$ cat config.mk
export PLATFORM = sky130hd
export DESIGN_NAME = multicycle_control_fsm
export DESIGN_NICKNAME = d
export VERILOG_FILES = /design/src/rtl/riscv_pkg.sv /design/src/rtl/mc_output_decode.sv /design/src/rtl/multicycle_control_fsm.sv
export SDC_FILE = /design/constraint.sdc
export NUM_CORES = 1
export LEC_CHECK = 0
export BUFFER_PORTS_ARGS = -buffer_cell sky130_fd_sc_hd__buf_2
export CAP_MARGIN = 20
export CORE_MARGIN = 2
export CORE_UTILIZATION = 35
export DETAILED_ROUTE_END_ITERATION = 10
export HOLD_SLACK_MARGIN = 0.02
export PLACE_DENSITY_LB_ADDON = 0.25
export SLEW_MARGIN = 40
export SYNTH_ARGS = -nofsm -noshare
export SYNTH_HDL_FRONTEND = slang
export SYNTH_SLANG_ARGS = --single-unit
export TNS_END_PERCENT = 100
$ cat constraint.sdc
create_clock -name clk -period 1.7 [get_ports clk]
set_input_delay 0.085 -clock clk [delete_from_list [all_inputs] [get_ports clk]]
set_output_delay 0.085 -clock clk [all_outputs]
set_load 0.005 [all_outputs]
$ cat src/rtl/riscv_pkg.sv
// Shared definitions for the multi-cycle RV32I core: opcodes, controller
// state encoding and the datapath mux/ALU select encodings.
package riscv_pkg;

    // Major opcodes (IR[6:0])
    localparam logic [6:0] ARITHMETIC     = 7'b0110011;
    localparam logic [6:0] ARITHMETIC_IMM = 7'b0010011;
    localparam logic [6:0] LOAD           = 7'b0000011;
    localparam logic [6:0] STORE          = 7'b0100011;
    localparam logic [6:0] BRANCH         = 7'b1100011;
    localparam logic [6:0] JAL            = 7'b1101111;
    localparam logic [6:0] JALR           = 7'b1100111;
    localparam logic [6:0] ECALL          = 7'b1110011;

    // Controller states
    typedef enum logic [2:0] {
        S_IF   = 3'd0,
        S_ID   = 3'd1,
        S_EX   = 3'd2,
        S_MEM  = 3'd3,
        S_WB   = 3'd4,
        S_HALT = 3'd5
    } state_t;

    // PC source select
    localparam logic [1:0] PC_SRC_PC4    = 2'b00;
    localparam logic [1:0] PC_SRC_TARGET = 2'b01;
    localparam logic [1:0] PC_SRC_JALR   = 2'b10;

    // ALU operand B select
    localparam logic [1:0] ALU_B_RS2  = 2'b00;
    localparam logic [1:0] ALU_B_IMM  = 2'b01;
    localparam logic [1:0] ALU_B_FOUR = 2'b10;

    // ALU operation class
    localparam logic [1:0] ALU_OP_ADD    = 2'b00;
    localparam logic [1:0] ALU_OP_BRANCH = 2'b01;
    localparam logic [1:0] ALU_OP_FUNCT  = 2'b10;

    // Register write-back source
    localparam logic [1:0] M2R_ALU = 2'b00;
    localparam logic [1:0] M2R_MDR = 2'b01;
    localparam logic [1:0] M2R_PC4 = 2'b10;

    // True for opcodes that continue past decode into EX.
    function automatic logic needs_ex(input logic [6:0] op);
        return (op == ARITHMETIC) || (op == ARITHMETIC_IMM) ||
               (op == LOAD)       || (op == STORE)          ||
               (op == BRANCH)     || (op == JAL)            ||
               (op == JALR);
    endfunction

endpackage

$ cat src/rtl/mc_output_decode.sv
// Combinational control-output decode for the multi-cycle controller.
// Outputs depend only on the current state, opcode, bcond and mem_ready;
// halt_req tells decode whether an ECALL in ID is the terminating one.
module mc_output_decode
    import riscv_pkg::*;
(
    input  state_t     state,
    input  logic [6:0] opcode,
    input  logic       bcond,
    input  logic       mem_ready,
    input  logic       halt_req,
    output logic       mem_read,
    output logic       mem_write,
    output logic       i_or_d,
    output logic       ir_write,
    output logic       pc_write,
    output logic [1:0] pc_source,
    output logic       alu_src_a,
    output logic [1:0] alu_src_b,
    output logic [1:0] alu_op,
    output logic       reg_write,
    output logic [1:0] mem_to_reg,
    output logic       is_halted
);

    // Per-state output decode; everything not named for a state stays 0.
    always_comb begin
        mem_read   = 1'b0;
        mem_write  = 1'b0;
        i_or_d     = 1'b0;
        ir_write   = 1'b0;
        pc_write   = 1'b0;
        pc_source  = PC_SRC_PC4;
        alu_src_a  = 1'b0;
        alu_src_b  = ALU_B_RS2;
        alu_op     = ALU_OP_ADD;
        reg_write  = 1'b0;
        mem_to_reg = M2R_ALU;
        is_halted  = 1'b0;
        case (state)
            S_IF: begin
                // Instruction fetch: address from PC, capture IR on completion.
                mem_read = 1'b1;
                i_or_d   = 1'b0;
                ir_write = mem_ready;
            end
            S_ID: begin
                // ALU forms PC+4 while the register file is read.
                alu_src_a = 1'b0;
                alu_src_b = ALU_B_FOUR;
                alu_op    = ALU_OP_ADD;
                // ECALL (non-halting) and unknown opcodes retire here as NOPs.
                if (!needs_ex(opcode) && !((opcode == ECALL) && halt_req)) begin
                    pc_write  = 1'b1;
                    pc_source = PC_SRC_PC4;
                end
            end
            S_EX: begin
                case (opcode)
                    ARITHMETIC: begin
                        alu_src_a = 1'b1;
                        alu_src_b = ALU_B_RS2;
                        alu_op    = ALU_OP_FUNCT;
                    end
                    ARITHMETIC_IMM: begin
                        alu_src_a = 1'b1;
                        alu_src_b = ALU_B_IMM;
                        alu_op    = ALU_OP_FUNCT;
                    end
                    LOAD, STORE: begin
                        alu_src_a = 1'b1;
                        alu_src_b = ALU_B_IMM;
                        alu_op    = ALU_OP_ADD;
                    end
                    BRANCH: begin
                        alu_src_a = 1'b1;
                        alu_src_b = ALU_B_RS2;
                        alu_op    = ALU_OP_BRANCH;
                        pc_write  = 1'b1;
                        pc_source = bcond ? PC_SRC_TARGET : PC_SRC_PC4;
                    end
                    default: ;
                endcase
            end
            S_MEM: begin
                // Data access: address from ALU-out, strobe held until ready.
                i_or_d = 1'b1;
                if (opcode == LOAD) begin
                    mem_read = 1'b1;
                end else if (opcode == STORE) begin
                    mem_write = 1'b1;
                    if (mem_ready) begin
                        pc_write  = 1'b1;
                        pc_source = PC_SRC_PC4;
                    end
                end
            end
            S_WB: begin
                reg_write = 1'b1;
                pc_write  = 1'b1;
                case (opcode)
                    LOAD: mem_to_reg = M2R_MDR;
                    JAL: begin
                        mem_to_reg = M2R_PC4;
                        pc_source  = PC_SRC_TARGET;
                    end
                    JALR: begin
                        mem_to_reg = M2R_PC4;
                        pc_source  = PC_SRC_JALR;
                    end
                    default: begin
                        mem_to_reg = M2R_ALU;
                        pc_source  = PC_SRC_PC4;
                    end
                endcase
            end
            S_HALT: begin
                is_halted = 1'b1;
            end
            default: ;
        endcase
    end

endmodule

$ cat src/rtl/multicycle_control_fsm.sv
// Multi-cycle RV32I sequencing controller: holds the state register and
// next-state logic; control outputs come from mc_output_decode and are
// forced to 0 while reset_n is low.
// Build option ECALL_HALT_EN: when defined, ECALL with ecall_halt=1 enters
// the terminal HALT state; otherwise ECALL is a NOP and is_halted is 0.
// Handshake: a memory request (mem_read/mem_write with i_or_d) is held
// stable every cycle until mem_ready is seen high in IF or MEM; mem_ready
// in any other state is ignored.
module multicycle_control_fsm
    import riscv_pkg::*;
(
    input  logic       clk,
    input  logic       reset_n,
    input  logic [6:0] opcode,
    input  logic       bcond,
    input  logic       mem_ready,
    input  logic       ecall_halt,
    output logic       mem_read,
    output logic       mem_write,
    output logic       i_or_d,
    output logic       ir_write,
    output logic       pc_write,
    output logic [1:0] pc_source,
    output logic       alu_src_a,
    output logic [1:0] alu_src_b,
    output logic [1:0] alu_op,
    output logic       reg_write,
    output logic [1:0] mem_to_reg,
    output logic       is_halted,
    output logic [2:0] dbg_state
);

    state_t state;
    state_t state_next;
    logic   halt_req;

    logic       dec_mem_read;
    logic       dec_mem_write;
    logic       dec_i_or_d;
    logic       dec_ir_write;
    logic       dec_pc_write;
    logic [1:0] dec_pc_source;
    logic       dec_alu_src_a;
    logic [1:0] dec_alu_src_b;
    logic [1:0] dec_alu_op;
    logic       dec_reg_write;
    logic [1:0] dec_mem_to_reg;
    logic       dec_is_halted;

`ifdef ECALL_HALT_EN
    assign halt_req  = ecall_halt;
    assign is_halted = dec_is_halted & reset_n;
`else
    logic unused_halt;
    assign halt_req    = 1'b0;
    assign is_halted   = 1'b0;
    assign unused_halt = ecall_halt ^ dec_is_halted;
`endif

    // State register; reset returns to IF and drops any pending request.
    always_ff @(posedge clk or negedge reset_n) begin
        if (!reset_n) begin
            state <= S_IF;
        end else begin
            state <= state_next;
        end
    end

    // Next-state sequencing through IF/ID/EX/MEM/WB.
    always_comb begin
        state_next = state;
        case (state)
            S_IF: begin
                if (mem_ready) state_next = S_ID;
            end
            S_ID: begin
                if ((opcode == ECALL) && halt_req) state_next = S_HALT;
                else if (needs_ex(opcode))         state_next = S_EX;
                else                               state_next = S_IF;
            end
            S_EX: begin
                case (opcode)
                    LOAD, STORE:                       state_next = S_MEM;
                    ARITHMETIC, ARITHMETIC_IMM,
                    JAL, JALR:                         state_next = S_WB;
                    default:                           state_next = S_IF;
                endcase
            end
            S_MEM: begin
                if (mem_ready) begin
                    state_next = (opcode == LOAD) ? S_WB : S_IF;
                end
            end
            S_WB:    state_next = S_IF;
            S_HALT:  state_next = S_HALT;
            default: state_next = S_IF;
        endcase
    end

    mc_output_decode u_decode (
        .state      (state),
        .opcode     (opcode),
        .bcond      (bcond),
        .mem_ready  (mem_ready),
        .halt_req   (halt_req),
        .mem_read   (dec_mem_read),
        .mem_write  (dec_mem_write),
        .i_or_d     (dec_i_or_d),
        .ir_write   (dec_ir_write),
        .pc_write   (dec_pc_write),
        .pc_source  (dec_pc_source),
        .alu_src_a  (dec_alu_src_a),
        .alu_src_b  (dec_alu_src_b),
        .alu_op     (dec_alu_op),
        .reg_write  (dec_reg_write),
        .mem_to_reg (dec_mem_to_reg),
        .is_halted  (dec_is_halted)
    );

    // Outputs are silenced combinationally while reset is held.
    assign mem_read   = dec_mem_read   & reset_n;
    assign mem_write  = dec_mem_write  & reset_n;
    assign i_or_d     = dec_i_or_d     & reset_n;
    assign ir_write   = dec_ir_write   & reset_n;
    assign pc_write   = dec_pc_write   & reset_n;
    assign pc_source  = dec_pc_source  & {2{reset_n}};
    assign alu_src_a  = dec_alu_src_a  & reset_n;
    assign alu_src_b  = dec_alu_src_b  & {2{reset_n}};
    assign alu_op     = dec_alu_op     & {2{reset_n}};
    assign reg_write  = dec_reg_write  & reset_n;
    assign mem_to_reg = dec_mem_to_reg & {2{reset_n}};
    assign dbg_state  = state;

endmodule

* Word-level counts from Yosys, hierarchy flattened *
Index checks and enable logic that the tools add are counted.

word-level totals
  word-level logic and storage cells = 72
  output and inout bits = 19
  input port bits = 12
  register bits after elaboration = 3

operators by class
  muxes and demuxes = 32
  reductions and logical operators = 14
  equality and inequality tests = 14
  bitwise gates (word level) = 11

operator list
  cell                  count
  $eq A7 B7 Y1 const B  3
  $pmux W2 S2           5
  $mux W1               16
  $pmux W3 S5           1
  $eq A7 B6 Y1 const B  2
  $mux W3               3
  $and A2 B2 Y2         4
  $mux W2               4
  $and A1 B1 Y1         7
  $eq A7 B2 Y1 const B  1
  $eq A7 B5 Y1 const B  1
  $eq A3 B2 Y1 const B  2
  $eq A3 B3 Y1 const B  2
  $logic_or A1 B1 Y1    6
  $pmux W3 S2           1
  $reduce_or A2 Y1      3
  $reduce_or A5 Y1      1
  $ne A2 B2 Y1 const B  2
  $pmux W1 S4           1
  $reduce_or A4 Y1      1
  $eq A3 B1 Y1 const B  1
  $logic_not A3 Y1      1
  $reduce_or A3 Y1      1
  $pmux W1 S2           1
  $reduce_and A2 Y1     1

* Logic depth before layout (Yosys ltp) *
Gate-level depths: netlist of the first run.

  word-level depth = 10
  gate-level depth with buffers = 5

* By module *
A second synthesis of the first run with hierarchy kept.

unflattened totals
  cell total of the unflattened synthesis = 75
  area total of the unflattened synthesis = 560.5 µm²

modules (own cells, without submodules)
  module                  cells each  instances  area an instance (µm²)
  multicycle_control_fsm  42          1          339.1
  mc_output_decode        33          1          221.5

* Worst setup path after synthesis of the first run *
OpenSTA, ideal clock, no wires.

  kind = register to output
  start = register state[2] (netlist: dbg_state[2])
  end = output pc_write
  data arrival time = 1.224 ns
  path slack = 0.391 ns
  required time = 1.615 ns
  cell stages (with the launch flop) = 6
  cells stage by stage = dfrtp_1 -> buf_6 -> nor2b_4 -> and2_4 -> or3b_1 -> o211ai_2

on the way
  word-level cells in the longest chain between the ends = 3
  elaborated cells on any way between the ends = 6

ends and longest elaborated chain
  what                                  line                           RTL
  start, declared                       multicycle_control_fsm.sv:33   state_t state;
  start signal, assigned                multicycle_control_fsm.sv:65   state <= state_next;
  $eq A3 B3 Y1 (tied with other cells)  mc_output_decode.sv:40         case (state)
  $pmux W1 S4 (*)                       mc_output_decode.sv:40
  $and A1 B1 Y1 (*)                     multicycle_control_fsm.sv:125  assign pc_write = dec_pc_write & reset_n;
  end, declared                         multicycle_control_fsm.sv:22   output logic pc_write,

Mark *: on every way between the ends. The rest lies on a longest branch, timed or not.

* Worst setup path in the final report of the first run *
  start = register state[1] (netlist: dbg_state[1])
  end = output pc_write

The elaborated chain is that of the path after synthesis.

==> key figures, run 1 <==
Outcome
  – Outcome: finished clean

Final layout
  – Reg area: 76.3 um2
  – Final Cell Area: about 680 um2
  – Diodes inserted: 0
  – Nets: around 110
  – Share of cells above drive strength 1: between 50% and 60%
  – Area taken by multi-input logic gates: between 300 and 400 um2
  – Most common cell after layout, fill and taps aside: buf_2
  – Area Overhead vs Synth: 48.0%
  – Max reg flops: 3
  – Fill cells: about 130
  – Finished Core Util: between 50 and 60%

Power and ir drop
  – PwrDens: between 400 and 500 mW/mm2
  – Clock Power Share: roughly 43%
  – Pleak: around 0.36 nW
  – P_sw: 0.0902 mW
  – Switching Share: about 30%
  – Int Power: between 0.2 and 0.25 mW
  – Maximum vdd drop: ~0.22 mV
  – Logic pwr share: approximately a third
  – Sequential power share: 25.9%

Global routing
  – Vias in the first global route: ~450
  – Total grt overflow: 0
  – All-layer global routing usage: ~18%
  – Largest net degree at the start of global routing: 14
  – Initial antenna violation count: 0
  – First-pass GRT wire length: about 1900 um

STA
  – Final Cycle Share: 96.7%
  – Max-slew violations: 0
  – Fmax: just over 0.6 GHz
  – Final TNS setup: 0 ns
  – Final setup fails: 0
  – RSZ-0062 raised after global routing: no
  – Final Hold Fails: 0
  – Clock Skew: around 0.0057 ns
  – Tmin final: approximately 1.6 ns

Floorplanning
  – Die H: between 40 and 50 um
  – Num ports: 31
  – Initial Util: 36.2%
  – Area of the die: 0.00162 mm2
  – Die X: a little over 40 um
  – Core area: 0.00127 mm2
  – Rows: 13

Synthesis
  – Synth Instances: 60
  – Seq/Total Area, Yosys: between 10% and 20%
  – #FFs+latches synth: 3
  – Mean Syn Cell Area: 7.65 um2
  – Post-synth EDFFs: 0
  – Distinct cells, synth: 32
  – YS warnings: 0
  – Post-synth ARST share: 100%
  – Synth Flop Type: dfrtp_1
  – Mapped Nets: 72
  – Post-synthesis instance area: around 460 um2

Critical path
  – Critical path's top delay family: simple AND/OR/NAND/NOR gates
  – CP endpoint kind: output pin
  – Worst R2R Path Depth: 4
  – R2R Setup Slk: 0.47 ns
  – CP required: about 1.6 ns
  – Critical R2R Launch: dbg_state[0]$_DFFE_PN0P_
  – Worst path cell trace: nor2b_4 > and2_4 > or3b_4 > o211ai_2 > buf_2
  – Slowest stage delay, CP: around 0.47 ns
  – Worst R2R End: dbg_state[0]$_DFFE_PN0P_
  – Worst setup path endpoint: pc_write
  – Startpoint Class: flop
  – WP depth: 5
  – Max FO, Critical Path: 10
  – Crit path from: dbg_state[1]$_DFFE_PN0P_
  – Worst EP arrival: ~1.6 ns
  – WP buf/inv: 1
  – Worst path slowest cell: dfrtp_2
  – Crit path kind: flop to output pin

Detailed routing
  – DRC Markers: 0
  – Routed WL: around 1400 um
  – Routed via count: ~570
  – Wire per inst: approximately 13 um
  – DR vias/cell: 5.29
  – Initial detailed-routing violation count: 8
  – TritonRoute pass-1 iters: 4
  – Post-route ant nets: 0

CTS
  – CTS sink cnt: 3
  – Setup Buffers After CTS: 0
  – Clk Tree Root Cell: clkbuf_4
  – Clock-pin slew on the worst setup and hold paths: around 0.040 ns
  – CTS tree: built
  – Clock Latency Late Sink: 0.24 ns
  – H-tree Lvls: 1
  – Total CTS buffers: 3
  – CTS Buffer Depth: 2

Placement
  – Placer Congestion: roughly 0.8
  – Number of buffers added on ports: 28
  – Hpwl dp: between 1000 and 1500 um
  – Placed inst area: between 600 and 700 um2

Run
  – Max-Cap Viols: 0

Min path
  – Worst Hold Depth: 3
  – HP Class: input port to flop
==> synth_stat cells, types with 2 or more instances <==
library cell	count	share of area, %
a21oi_1	4	4.4
and3_1	4	5.4
nand3_1	4	4.4
nand4_1	4	5.4
nor2_1	4	3.3
nor2b_1	4	5.4
dfrtp_1	3	16
nand2_1	3	2.5
nor3b_1	3	4.9
a21boi_1	2	3.3
inv_1	2	1.6
nor4_1	2	2.7
o21ai_1	2	2.2
==> through the flow <==
stage               setup slack, ns  cells  hold WS, ns  power, mW
detailed placement            0.268    103      -0.0920      0.165
global route                0.00219    108        0.199      0.323
global placement              0.288    103       -0.101      0.162
CTS                          0.0116    108        0.182      0.300
finish                       0.0561    108        0.184      0.300
floorplan                     0.391     60       -0.211      0.126
==> cell families (layout without fill, tap and decap cells) <==
group | count (synthesis) | after routing | synth area share, %
other | 1 | 1 | 0.817
DFF | 3 | 3 | 16.3
AOI/OAI and AO/OA | 11 | 11 | 15.0
buffers and inverters | 6 | 39 | 7.63
muxes | 1 | 1 | 2.45
and+or+nand+nor | 38 | 38 | 57.8
==> worst min path at each step <==
stage	from	end	slack (ns)
floorplan	reset_n	dbg_state[0]$_DFFE_PN0P_	-0.21
global placement	reset_n	dbg_state[2]$_DFFE_PN0P_	-0.10
detailed placement	reset_n	dbg_state[2]$_DFFE_PN0P_	-0.09
CTS	mem_ready	dbg_state[2]$_DFFE_PN0P_	0.18
global route	mem_ready	dbg_state[2]$_DFFE_PN0P_	0.20
finish	mem_ready	dbg_state[2]$_DFFE_PN0P_	0.18
==> power groups by stage <==
stage / combinational, mW / clock (mW) / sequential [mW]
CTS: 0.0892 / 0.134 / 0.0769
floorplan: 0.0469 / 0 / 0.0787
finish: 0.0943 / 0.128 / 0.0777
global route: 0.102 / 0.143 / 0.0779
detailed placement: 0.0867 / 0 / 0.0779
global placement: 0.0848 / 0 / 0.0777
==> layer usage <==
metal | vias up | track usage, % | share of wire [%]
li1 | 285 | - | -
met4 | 0 | 5.00 | 1.5
met1 | 259 | 22.2 | 46
met2 | 25 | 30.2 | 47
met3 | 2 | 3.33 | 5.7
met5 | - | 0 | 0
==> area by class of cell <==
class / instances / share of cell area (%)
repair buffers: 33 / 26.5
flip-flops and latches: 3 / 11.2
multi-input cells: 51 / 54.5
clock buffers: 4 / 3.87
well taps: 15 / 2.76
inverters: 2 / 1.10
==> tightest hold or removal path, cell delays in order <==
cell and delay (ns):
buf_2 0.12, nand4_1 0.08, nand3_1 0.09
==> timing repair <==
action / CTS / global route
setup endpoints to repair: 0 / 3
resized for setup: 0 / 6
hold buffers: 1 / 0
hold endpoints to repair: 3 / 0
Power figures use the tool's default switching activity.
==> run 2: changes to the inputs <==
BUFFER_PORTS_ARGS = default   (was -buffer_cell sky130_fd_sc_hd__buf_2)
DONT_BUFFER_PORTS = 1   (was default)
==> key figures, run 2 (synthesis gave the netlist of run 1 again) <==
Run
  – Max-Cap Viols: 0 (unchanged)

Final layout
  – Max reg flops: 3 (unchanged)
  – Diodes inserted: 0 (unchanged)
  – Area Overhead vs Synth: 11.2%
  – Share of cells above drive strength 1: 25.4% (-26 points)
  – Fin cells: 78 (-28%)
  – Nets: 76 (-28%)
  – Finished Core Util: 40.2% (-13 points)

CTS
  – CTS tree: built
  – Setup Buffers After CTS: 0 (unchanged)
  – Clock-pin slew on the worst setup and hold paths: 0.04 ns (about the same)
  – Total CTS buffers: 3 (unchanged)
  – CTS Buffer Depth: 2 (unchanged)
  – H-tree Lvls: 1 (unchanged)
  – Clk Tree Root Cell: clkbuf_4
  – Clock Latency Late Sink: 0.23 ns (about the same)
  – CTS sink cnt: 3 (unchanged)

STA
  – WHS: 0.0499 ns (-0.134 ns)
  – Fmax: 0.623 GHz (+2.4%)
  – Final Cycle Share: 94.4% (-2.3 points)
  – RSZ-0062 raised after global routing: no
  – Tmin final: 1.61 ns (-0.0384 ns)
  – Final setup fails: 0 (unchanged)
  – Final TNS setup: 0 ns (unchanged)
  – Final Hold Fails: 0 (unchanged)
  – Max-slew violations: 0 (unchanged)
  – Clock Skew: 0.00114 ns (-0.00455 ns)

Critical path
  – Critical path's top delay family: simple AND/OR/NAND/NOR gates
  – CP required: 1.62 ns (about the same)
  – Worst path cell trace: nor2b_2 > and2_4 > or3b_1 > o211ai_2
  – Slowest stage delay, CP: 0.48 ns (about the same)
  – Max FO, Critical Path: 10 (unchanged)
  – CP endpoint kind: output pin
  – Crit path kind: flop to output pin
  – Worst path slowest cell: dfrtp_1
  – WP buf/inv: 0 (-1)
  – Worst EP arrival: 1.52 ns (-0.04 ns)
  – Startpoint Class: flop

Global routing
  – All-layer global routing usage: 14.3% (-3.3 points)
  – Total grt overflow: 0 (unchanged)
  – Largest net degree at the start of global routing: 11 (-3)
  – First-pass GRT wire length: 1500 um (-21%)
  – Vias in the first global route: 373 (-17%)
  – Initial antenna violation count: 0 (unchanged)

Floorplanning
  – Rows: 13 (unchanged)
  – Initial Util: 36.2% (unchanged)
  – Die H: 40.2 um (unchanged)
  – Die X: 40.2 um (unchanged)
  – Core area: 0.00127 mm2 (unchanged)
  – Num ports: 31 (unchanged)
  – Area of the die: 0.00162 mm2 (unchanged)

Placement
  – DP Cell Count: 73 (-29%)
  – Hpwl dp: 868 um (-19%)
  – Number of buffers added on ports: 0 (-100%)
  – Placer Congestion: 0.734 (-6.7%)

Outcome
  – Outcome: finished clean

Power and ir drop
  – PwrDens: 513 mW/mm2 (+16%)
  – Maximum vdd drop: 0.278 mV (+24%)
  – Final Total Pwr: 0.262 mW (-13%)
  – Pleak: 0.206 nW (-43%)

Detailed routing
  – Met1 WL: 530 um (-17%)
  – TritonRoute pass-1 iters: 2 (-2)
  – Met2 wire length: 507 um (-22%)
  – DR vias/cell: 5.94 (+12%)
  – Initial detailed-routing violation count: 1 (-7)
  – Routed WL: 1140 um (-18%)
  – Top Metal Used: met3
  – Post-route ant nets: 0 (unchanged)
  – Routed via count: 463 (-19%)
  – DRC Markers: 0 (unchanged)
  – Routed length on met3: 106 um (+33%)
  – Wire per inst: 14.7 um (+14%)

Min path
  – HP Class: input port to flop
## run 2: cell type report
cell class              instances  area, um2
flip-flops and latches          3       77.6
repair buffers                  3       25.0
well taps                      15       18.8
clock buffers                   4       26.3
fillers                       144        758
multi-input cells              51        355
inverters                       2       7.51
## run 2: worst reg2reg max path: stages (launching register included)
cell     delay (ns)
dfrtp_2        0.45
buf_4          0.18
nor4_1         0.27
o21ai_1        0.12
o22ai_1        0.16
## run 2: power breakdown
group / internal (mW) / leakage [nW] / switching, mW / total (mW)
sequential: 0.0748 / 0.0375 / 0.00600 / 0.0808
combinational: 0.0304 / 0.153 / 0.0253 / 0.0557
clock: 0.0880 / 0.0150 / 0.0375 / 0.125
total: 0.193 / 0.206 / 0.0688 / 0.262
## run 2: timing repair
item / in CTS / in global routing
endpoints found under the setup margin: 0 / 2
hold endpoints to repair: 3 / 0
hold buffers: 1 / 0
resized for setup: 0 / 3
## run 2: final timing paths
check	from	endpoint	slack, ns	cells after the start
max	dbg_state[1]$_DFFE_PN0P_	pc_write	0.09	4
min	mem_ready	dbg_state[2]$_DFFE_PN0P_	0.05	2
max reg2reg	dbg_state[0]$_DFFE_PN0P_	dbg_state[0]$_DFFE_PN0P_	0.43	4
min reg2reg	dbg_state[2]$_DFFE_PN0P_	dbg_state[1]$_DFFE_PN0P_	0.58	1
max in group asynchronous	reset_n	dbg_state[0]$_DFFE_PN0P_	1.43	1
min in group asynchronous	reset_n	dbg_state[2]$_DFFE_PN0P_	0.10	1
## run 2: stage by stage
step	area, um2	worst slack [ns]
floorplan	459	0.391
finish	510	0.0944
CTS	502	0.0209
detailed placement	465	0.283
global placement	465	0.300
global route	510	0.00696
## run 2: metal layers
metal / global-route usage, % / vias up
met2: 22.6 / 18
met3: 8.89 / 0
met4: 0 / 0
met1: 17.6 / 219
met5: 0 / -
li1: - / 226
==> run 3: changes to the inputs <==
clock period = 1.65 ns   (was 1.7 ns; I/O delays follow)
==> key figures, run 3 (synthesis gave the netlist of run 1 again) <==
Outcome
  – Outcome: finished clean

Detailed routing
  – Wire per inst: 14.3 um (-2.6%)
  – DR vias/cell: 5.91 (-0.39%)
  – Post-route ant nets: 0 (unchanged)
  – Initial detailed-routing violation count: 15 (+14)
  – DRC Markers: 0 (unchanged)
  – TritonRoute pass-1 iters: 4 (+2)
  – Routed WL: 1140 um (about the same)
  – Routed via count: 473 (+2.2%)

Floorplanning
  – Rows: 13 (unchanged)
  – Die H: 40.2 um (unchanged)
  – Area of the die: 0.00162 mm2 (unchanged)
  – Num ports: 31 (unchanged)
  – Core area: 0.00127 mm2 (unchanged)
  – Die X: 40.2 um (unchanged)
  – Initial Util: 36.2% (unchanged)

Global routing
  – Largest net degree at the start of global routing: 11 (unchanged)
  – Initial antenna violation count: 0 (unchanged)
  – Total grt overflow: 0 (unchanged)
  – First-pass GRT wire length: 1490 um (-0.93%)
  – Vias in the first global route: 361 (-3.2%)
  – All-layer global routing usage: 13.3% (-1.1 points)

Power and ir drop
  – Maximum vdd drop: 0.208 mV (-25%)
  – Sequential power share: 30.4% (-0.4 points)
  – Switching Share: 25.0% (-1.2 points)
  – Pleak: 0.217 nW (+5.7%)
  – PwrDens: 511 mW/mm2 (-0.34%)
  – Final Total Pwr: 0.268 mW (+2.4%)
  – Clock Power Share: 46.5% (-1.4 points)
  – Int Power: 0.201 mW (+4.1%)
  – P_sw: 0.0671 mW (-2.5%)
  – Logic pwr share: 23.1% (+1.8 points)

Critical path
  – Worst EP arrival: 1.47 ns (-0.05 ns)
  – Worst path slowest cell: dfrtp_2
  – Slowest stage delay, CP: 0.47 ns (about the same)
  – WP buf/inv: 0 (unchanged)
  – Max FO, Critical Path: 10 (unchanged)
  – Startpoint Class: flop
  – Crit path from: dbg_state[1]$_DFFE_PN0P_
  – Worst path cell trace: nor2b_2 > and2_4 > or3b_1 > o211ai_2
  – CP endpoint kind: output pin
  – Critical path's top delay family: simple AND/OR/NAND/NOR gates
  – Crit path kind: flop to output pin
  – CP required: 1.57 ns (-0.05 ns)
  – Critical R2R Launch: dbg_state[0]$_DFFE_PN0P_

Final layout
  – Nets: 78 (+2.6%)
  – Fill cells: 136 (-5.6%)
  – Area taken by multi-input logic gates: 355 um2 (unchanged)
  – Area Overhead vs Synth: 14.2%
  – Max reg flops: 3 (unchanged)
  – Share of cells above drive strength 1: 26.2% (+0.76 points)
  – Diodes inserted: 0 (unchanged)
  – Reg area: 76.3 um2 (-1.6%)

Placement
  – Hpwl dp: 900 um (+3.7%)
  – Number of buffers added on ports: 0 (unchanged)
  – Dpl ws: 0.301 ns (+0.0187 ns)
  – Placer Congestion: 0.730 (-0.57%)

STA
  – Final setup fails: 0 (unchanged)
  – Final Cycle Share: 94.1%
  – Max-slew violations: 0 (unchanged)
  – Setup WS post-layout: 0.0974 ns (+0.00296 ns)
  – Clock Skew: 0.00195 ns (+0.000814 ns)
  – Final Hold Fails: 0 (unchanged)
  – Fmax: 0.644 GHz
  – RSZ-0062 raised after global routing: no
  – Tmin final: around 1.6 ns
  – Final TNS setup: 0 ns (unchanged)

CTS
  – CTS tree: built
  – H-tree Lvls: 1 (unchanged)
  – Clk Tree Root Cell: clkbuf_4
  – Clock-pin slew on the worst setup and hold paths: 0.04 ns (about the same)
  – Clock Latency Late Sink: 0.23 ns (about the same)
  – Total CTS buffers: 3 (unchanged)
  – CTS Buffer Depth: 2 (unchanged)
  – CTS sink cnt: 3 (unchanged)

Min path
  – HP Class: input port to flop
  – Hold path startpoint: mem_ready

Run
  – Max-Cap Viols: 0 (unchanged)
[run 3: cell types whose count changed in the layout (fill, tap and decap cells not counted), sizes merged]
cell,before,now
buf,2,4
[run 3: timing repair]
action                                 CTS  global route
resized for setup                        0             2
setup endpoints to repair                0             2
endpoints found under the hold margin    3             0
hold buffers                             1             0
setup buffers                            0             0
[run 3: metal layers]
metal	share of wire [%]	GRT usage (%)	routed length [um]
met5	0	0	0
met4	0	0	0
met3	8.6	4.44	98
met2	45	22.6	513
met1	46	17.2	531
[run 3: path summary, 6_finish.rpt]
kind	end	slack, ns	cells after the start
max reg2reg	dbg_state[0]$_DFFE_PN0P_	0.44	4
max	pc_write	0.1	4
min in group asynchronous	dbg_state[2]$_DFFE_PN0P_	0.10	1
max in group asynchronous	dbg_state[1]$_DFFE_PN0P_	1.39	1
min	dbg_state[2]$_DFFE_PN0P_	0.04	2
min reg2reg	dbg_state[0]$_DFFE_PN0P_	0.59	1
[run 3: metrics by stage]
stage	utilization [%]	hold WS [ns]	std cells	area, um2
after floorplan	-	-0.213	60	459
after global placement	37.9	-0.213	75	480
after detailed placement	37.9	-0.213	75	480
after CTS	40.7	0.0444	80	517
after global routing	41.3	0.0494	80	524
final	41.3	0.0447	80	524
[run 3: cell type report]
| class | instances | area share, % |
|---|---|---|
| sequential | 3 | 14.6 |
| inverter | 2 | 1.43 |
| timing repair buffer | 5 | 7.64 |
| clock buffer | 4 | 5.01 |
| multi-input combinational | 51 | 67.8 |
| tap | 15 | 3.58 |
[run 3: power by group through the flow]
stage / clock, mW / sequential [mW] / combinational (mW)
final: 0.125 / 0.0815 / 0.0618
after global routing: 0.140 / 0.0818 / 0.0685
after CTS: 0.130 / 0.0814 / 0.0616
after detailed placement: 0 / 0.0822 / 0.0584
after global placement: 0 / 0.0824 / 0.0580
after floorplan: 0 / 0.0811 / 0.0483
